==> src/rtl/seq_alu.sv <==
// seq_alu: registered ALU with a valid/ready handshake on both sides.
// Single-cycle ops (add/sub/inc/dec, shifts, logic, compares) return a
// result one cycle after acceptance. MUL is an iterative shift-add that
// takes WIDTH+1 cycles.
//
// Ports:
//   clk, rst_n          clock (rising edge), asynchronous active-low reset
//   in_valid/in_ready   operation request / block can accept this cycle
//   A, B, Opcode        operands (B doubles as shift amount), op select
//   out_valid/out_ready result valid / consumer accepts result
//   result              registered result
//   carry, overflow     carry/borrow and overflow flags
//   zero, negative      derived from result
//   busy                multiply in progress
module seq_alu #(
  parameter int WIDTH = 8
) (
  input  logic             clk,
  input  logic             rst_n,
  input  logic             in_valid,
  output logic             in_ready,
  input  logic [WIDTH-1:0] A,
  input  logic [WIDTH-1:0] B,
  input  logic [3:0]       Opcode,
  output logic             out_valid,
  input  logic             out_ready,
  output logic [WIDTH-1:0] result,
  output logic             carry,
  output logic             overflow,
  output logic             zero,
  output logic             negative,
  output logic             busy
);

  localparam int CNT_W = $clog2(WIDTH + 1);
  localparam logic [WIDTH-1:0] WIDTH_V = WIDTH'(WIDTH);

  localparam logic [3:0] OP_ADD = 4'h0, OP_SUB = 4'h1, OP_INC = 4'h2, OP_DEC = 4'h3;
  localparam logic [3:0] OP_MUL = 4'h4, OP_SHL = 4'h5, OP_SHR = 4'h6, OP_SRA = 4'h7;
  localparam logic [3:0] OP_AND = 4'h8, OP_OR  = 4'h9, OP_XOR = 4'hA, OP_NOR = 4'hB;
  localparam logic [3:0] OP_EQ  = 4'hC, OP_NE  = 4'hD, OP_GT  = 4'hE, OP_LT  = 4'hF;

  typedef enum logic [1:0] {IDLE, BUSY, DONE} state_t;

  state_t             state_q;
  logic [CNT_W-1:0]   cnt_q;
  logic               out_valid_q, busy_q;
  logic [WIDTH-1:0]   result_q;
  logic               carry_q, overflow_q, zero_q, negative_q;

  logic [2*WIDTH-1:0] mcand_q, acc_q;
  logic [WIDTH-1:0]   mplier_q;

  logic [WIDTH-1:0]   alu_res_d;
  logic               alu_c_d, alu_v_d, sh_big;
  logic               accept, mul_start;

  assign in_ready  = (state_q == IDLE) && (!out_valid_q || out_ready);
  assign accept    = in_valid && in_ready;
  assign mul_start = accept && (Opcode == OP_MUL);

  // Stage: combinational evaluation of single-cycle ops on live inputs
  always_comb begin
    alu_res_d = '0;
    alu_c_d   = 1'b0;
    alu_v_d   = 1'b0;
    // Shift amount uses the full B; anything >= WIDTH saturates the shift.
    sh_big    = (B >= WIDTH_V);
    case (Opcode)
      OP_ADD: begin
        {alu_c_d, alu_res_d} = {1'b0, A} + {1'b0, B};
        alu_v_d = (A[WIDTH-1] == B[WIDTH-1]) && (alu_res_d[WIDTH-1] != A[WIDTH-1]);
      end
      OP_SUB: begin
        // Extended MSB of the difference is the borrow (A < B unsigned).
        {alu_c_d, alu_res_d} = {1'b0, A} - {1'b0, B};
        alu_v_d = (A[WIDTH-1] != B[WIDTH-1]) && (alu_res_d[WIDTH-1] != A[WIDTH-1]);
      end
      OP_INC: begin
        {alu_c_d, alu_res_d} = {1'b0, A} + {{WIDTH{1'b0}}, 1'b1};
        alu_v_d = !A[WIDTH-1] && alu_res_d[WIDTH-1];
      end
      OP_DEC: begin
        {alu_c_d, alu_res_d} = {1'b0, A} - {{WIDTH{1'b0}}, 1'b1};
        alu_v_d = A[WIDTH-1] && !alu_res_d[WIDTH-1];
      end
      OP_SHL: alu_res_d = sh_big ? '0 : (A << B);
      OP_SHR: alu_res_d = sh_big ? '0 : (A >> B);
      OP_SRA: alu_res_d = sh_big ? {WIDTH{A[WIDTH-1]}} : WIDTH'($signed(A) >>> B);
      OP_AND: alu_res_d = A & B;
      OP_OR:  alu_res_d = A | B;
      OP_XOR: alu_res_d = A ^ B;
      OP_NOR: alu_res_d = ~(A | B);
      OP_EQ:  alu_res_d = {{(WIDTH-1){1'b0}}, (A == B)};
      OP_NE:  alu_res_d = {{(WIDTH-1){1'b0}}, (A != B)};
      OP_GT:  alu_res_d = {{(WIDTH-1){1'b0}}, ($signed(A) > $signed(B))};
      OP_LT:  alu_res_d = {{(WIDTH-1){1'b0}}, ($signed(A) < $signed(B))};
      default: alu_res_d = '0; // MUL result comes from the accumulator
    endcase
  end

  // Stage: control FSM and registered outputs
  always_ff @(posedge clk or negedge rst_n) begin
    if (!rst_n) begin
      state_q     <= IDLE;
      cnt_q       <= '0;
      out_valid_q <= 1'b0;
      busy_q      <= 1'b0;
      result_q    <= '0;
      carry_q     <= 1'b0;
      overflow_q  <= 1'b0;
      zero_q      <= 1'b0;
      negative_q  <= 1'b0;
    end else begin
      // A consumed result retires unless overwritten below in the same cycle.
      if (out_valid_q && out_ready)
        out_valid_q <= 1'b0;
      case (state_q)
        IDLE: begin
          if (mul_start) begin
            state_q <= BUSY;
            busy_q  <= 1'b1;
            cnt_q   <= '0;
          end else if (accept) begin
            result_q    <= alu_res_d;
            carry_q     <= alu_c_d;
            overflow_q  <= alu_v_d;
            zero_q      <= (alu_res_d == '0);
            negative_q  <= alu_res_d[WIDTH-1];
            out_valid_q <= 1'b1;
          end
        end
        BUSY: begin
          cnt_q <= cnt_q + CNT_W'(1);
          if (cnt_q == CNT_W'(WIDTH - 1)) begin
            state_q <= DONE;
            busy_q  <= 1'b0;
          end
        end
        DONE: begin
          result_q    <= acc_q[WIDTH-1:0];
          carry_q     <= 1'b0;
          overflow_q  <= |acc_q[2*WIDTH-1:WIDTH];
          zero_q      <= (acc_q[WIDTH-1:0] == '0);
          negative_q  <= acc_q[WIDTH-1];
          out_valid_q <= 1'b1;
          state_q     <= IDLE;
        end
        default: state_q <= IDLE;
      endcase
    end
  end

  // Stage: shift-add multiply datapath; multiplicand walks left while the
  // multiplier walks right, so bit 0 of the multiplier selects each add.
  // Restarting a multiply clears the accumulator, so no reset is needed here.
  always_ff @(posedge clk) begin
    if (mul_start) begin
      mcand_q  <= {{WIDTH{1'b0}}, A};
      mplier_q <= B;
      acc_q    <= '0;
    end else if (state_q == BUSY) begin
      if (mplier_q[0])
        acc_q <= acc_q + mcand_q;
      mcand_q  <= mcand_q << 1;
      mplier_q <= mplier_q >> 1;
    end
  end

  assign out_valid = out_valid_q;
  assign result    = result_q;
  assign carry     = carry_q;
  assign overflow  = overflow_q;
  assign zero      = zero_q;
  assign negative  = negative_q;
  assign busy      = busy_q;

endmodule

==> config.mk <==
export PLATFORM = sky130hd
export DESIGN_NAME = seq_alu
export DESIGN_NICKNAME = d
export VERILOG_FILES = /design/src/rtl/seq_alu.sv
export SDC_FILE = /design/constraint.sdc
export NUM_CORES = 1
export LEC_CHECK = 0
export CAP_MARGIN = 40
export CELL_PAD_IN_SITES_DETAIL_PLACEMENT = 1
export CELL_PAD_IN_SITES_GLOBAL_PLACEMENT = 2
export CORE_ASPECT_RATIO = 0.5
export CORE_UTILIZATION = 30
export DETAILED_ROUTE_END_ITERATION = 7
export GPL_TIMING_DRIVEN = 1
export PLACE_DENSITY_LB_ADDON = 0.1
export SYNTH_ARGS = -nofsm -noshare
export SYNTH_HDL_FRONTEND = slang
export SYNTH_SLANG_ARGS = --single-unit
export TNS_END_PERCENT = 5
==> constraint.sdc <==
create_clock -name clk -period 3.05 [get_ports clk]
set_input_delay 0.915 -clock clk [delete_from_list [all_inputs] [get_ports clk]]
set_output_delay 0.915 -clock clk [all_outputs]
set_load 0.01 [all_outputs]
==> impl_metrics.csv <==
group,metric,value,unit
run_status,status,"completed",
place,port_buffers,38,
timing,max_slew.worst_pin.slew,877,ps
setup_path,regToRegEndpoint,"acc_q[15]",
cts,worstSkewPairLatency,330,ps
setup_path,cp_max_fo,3,
setup_path,worst_setup_path_end_kind,"register",
logic_synthesis,yosys_warnings,0,
cts,cts_tree,"built",
logic_synthesis,synth_fp_nets,746,
die,num_rows,34,
logic_synthesis,synth_top_family_by_area,"compound AO/OA/AOI/OAI gates",
global_route,use_met3,2.17,%
route,postRouteAntennaNets,0,
timing,hold_viol_final,0,
die,dieHeight,97.2,um
timing,timing.fmax,331,MHz
hold_path,hold_depth,2,
timing,slew_headroom,41.4,%
global_route,grt_pass1_wl,34100,um
global_route,globalRouteMet1Util,33.8,%
die,die_x,192,um
place,hpwl,17100,um
setup_path,critical_path_class,"in -> reg",
logic_synthesis,synth.area.mux_share,7.91,%
global_route,gr-usage-all-layers,23.7,%
timing,setup-violations-final,0,
logic_synthesis,ys.flop_type,"dfxtp_1",
die,coreArea,17600,um2
logic_synthesis,syn_area,5440,um2
global_route,grt_max_degree,26,
logic_synthesis,synth_xor_area_share,4.02,%
die,pin_count,39,
logic_synthesis,syn_inst,674,
setup_path,critPathArrivalTime,3260,ps
place,pre_cts_ws,-863,ps
timing,rsz0062_at_grt,"true",
finish,drive_gt1_share,33.0,%
setup_path,startpoint,"A[0]",
timing,fin_ws,25.3,ps
cts,clock_sinks,59,
route,wirelength,21400,um
finish,n_fill_cell,2103,
global_route,grt_pass1_vias,6105,
cts,cts_buffers,9,
setup_path,r2r_slack,290,ps
logic_synthesis,synth_top_cell_area_share,10.3,%
logic_synthesis,synthAdderAreaFrac,11.5,%
cts,cts_htree_levels,3,
logic_synthesis,yosys-top-cells-area,"ha_1, dfxtp_1, edfxtp_1",
logic_synthesis,yosys.cell_types.count,74,
cts,hold_buffers,0,
cts,clk_path_buf_depth,2,
setup_path,cp-start-kind,"primary input",
logic_synthesis,synthArstFlopShare,32.2,%
global_route,grtUsageMet2,38.7,%
route,drt_pass1_iterations,4,
route,drtIter0Drc,285,
flow_run,maxCapViolations,0,
die,dieArea,18700,um2
logic_synthesis,synth_common_cells,"nand2_1, a21oi_1, o21ai_0, ha_1",
finish,layout.nets,930,
timing,finalClockSkew,5.51,ps
setup_path,r2r_cells,10,
hold_path,hold_class,"reg -> reg",
route,post_drt_wl_per_cell,19.5,um
logic_synthesis,syn_avg_cell_area,8.07,um2
logic_synthesis,synth.most_common_cell,"nand2_1",
global_route,grt_antenna_before_repair,1,
logic_synthesis,synth_edf_count,16,
finish,finish.utilization,45.4,%
global_route,busiest_layer,"met2",
timing,final-max-slew-violation-count,0,
die,start_util,31.0,%
hold_path,min_from,"acc_q[9]",
setup_path,required,3290,ps
route,vias,5782,
cts,clkTransAtPathRegs,50,ps
power_and_ir_drop,power.leakage,3.47,nW
finish,diodes,0,
timing,fin_crit_sh,99.2,%
logic_synthesis,synth_compound_area_share,23.5,%
logic_synthesis,yosysTopAreaCell,"ha_1",
finish,syn2layout_area_growth,46.6,%
power_and_ir_drop,power_density,633,nW/um2
timing,finalCriticalPeriod,3020,ps
place,place.gp.congestion,0.883,
logic_synthesis,synth-seq-cells,59,
hold_path,hold_path_end,"acc_q[9]",
cts,ctsRootBufferMaster,"clkbuf_16",
global_route,grt_overflow,0,
logic_synthesis,synthSimpleGateAreaFrac,21.1,%
route,drc_errors,0,
route,routed_via_density,5.27,
logic_synthesis,ys_seq_area_share,26.4,%
setup_path,r2r_start,"mcand_q[1]",
power_and_ir_drop,ir_drop,0.263,mV
[critical path, cell delays in order]
cell      delay [ps]
buf_8            110
inv_6             50
ha_4             130
inv_2             40
fa_2             340
nand2_2           80
o21ai_2           60
xnor2_1          110
a222oi_1         450
o31ai_2          180
nor4_2           310
and3_1           190
nand4b_1         110
o31ai_2          190
[power breakdown]
part           internal, mW  switching, mW  total, mW  leakage [nW]
logic                  1.23           1.35       2.58          2.73
registers              1.19          0.279       1.47         0.601
clock network         0.651          0.347      0.997         0.141
total                  3.08           1.97       5.05          3.47
[state kept, by name, summed over array words and instances, names as in the netlist]
| register | count |
|---|---|
| acc_q | 16 |
| busy | 1 |
| carry | 1 |
| cnt_q | 4 |
| mcand_q | 16 |
| mplier_q | 8 |
| out_valid | 1 |
| overflow | 1 |
| result | 8 |
| state_q | 2 |
| zero | 1 |
[metrics by stage]
stage	TNS (ps)	power, mW	hold WS [ps]	cell area, um2	instances
2_1_floorplan	-400	2.98	448	5480	674
3_3_place_gp	-15190	3.92	461	7240	1067
3_5_place_dp	-17970	3.99	472	7240	1067
4_1_cts	-15.1	5.08	480	7880	1095
5_1_grt	-148	5.45	499	7980	1097
6_report	0	5.05	477	7980	1097
[final cells by class]
class	instances	area, um2	area share (%)
inverters	34	139	1.74
well taps	234	293	3.67
flip-flops and latches	59	1440	18.0
repair buffers	216	1790	22.5
clock buffers	13	250	3.14
clock inverters	3	38.8	0.486
multi-input cells	538	4030	50.5
[worst max-delay path by stage]
| stage | end | depth (start not counted) |
|---|---|---|
| final | zero | 14 |
| after global routing | zero | 15 |
| after CTS | zero | 14 |
| after detailed placement | result[0] | 14 |
| after global placement | result[0] | 14 |
| after floorplan | result[0] | 13 |
[cell usage in the layout (no fill, tap or decap), types with 11 or more instances in the layout]
cell,synthesis,routed
a21oi_1,58,53
a31oi_1,11,11
buf_4,1,164
buf_6,0,12
clkdlybuf4s50_1,0,18
dfrtp_1,19,19
dfxtp_1,24,24
dlygate4sd2_1,0,13
edfxtp_1,16,16
ha_1,45,34
inv_1,33,25
mux2_2,16,15
mux2i_1,16,13
nand2_1,84,82
nand3_1,18,17
nor2_1,33,31
nor2b_1,13,12
nor3_1,22,17
o21ai_0,48,43
xnor2_1,18,17
[cells by family (layout without fill, tap and decap cells)]
family,Yosys count,in the layout
muxes,36,36
AOI/OAI and AO/OA,202,202
xor gates and xnor gates,25,25
and+or+nand+nor,227,227
adders and majority gates,48,48
buffers and inverters,77,266
DFF,59,59
[timing repair]
action / 4_1_cts / 5_1_grt
resized for setup: 104 / 20
gates cloned: 0 / 0
buffers inserted: 12 / 2
pin swaps: 23 / 11
endpoints found under the setup margin: 12 / 7
[per-layer routing]
layer  up-vias  share of wire, %
met2        77                46
met4         0               1.3
met3        20               3.7
met5         -                 0
met1      2847                49
li1       2838                 -
No activity file was read; power rests on OpenSTA's default activity.
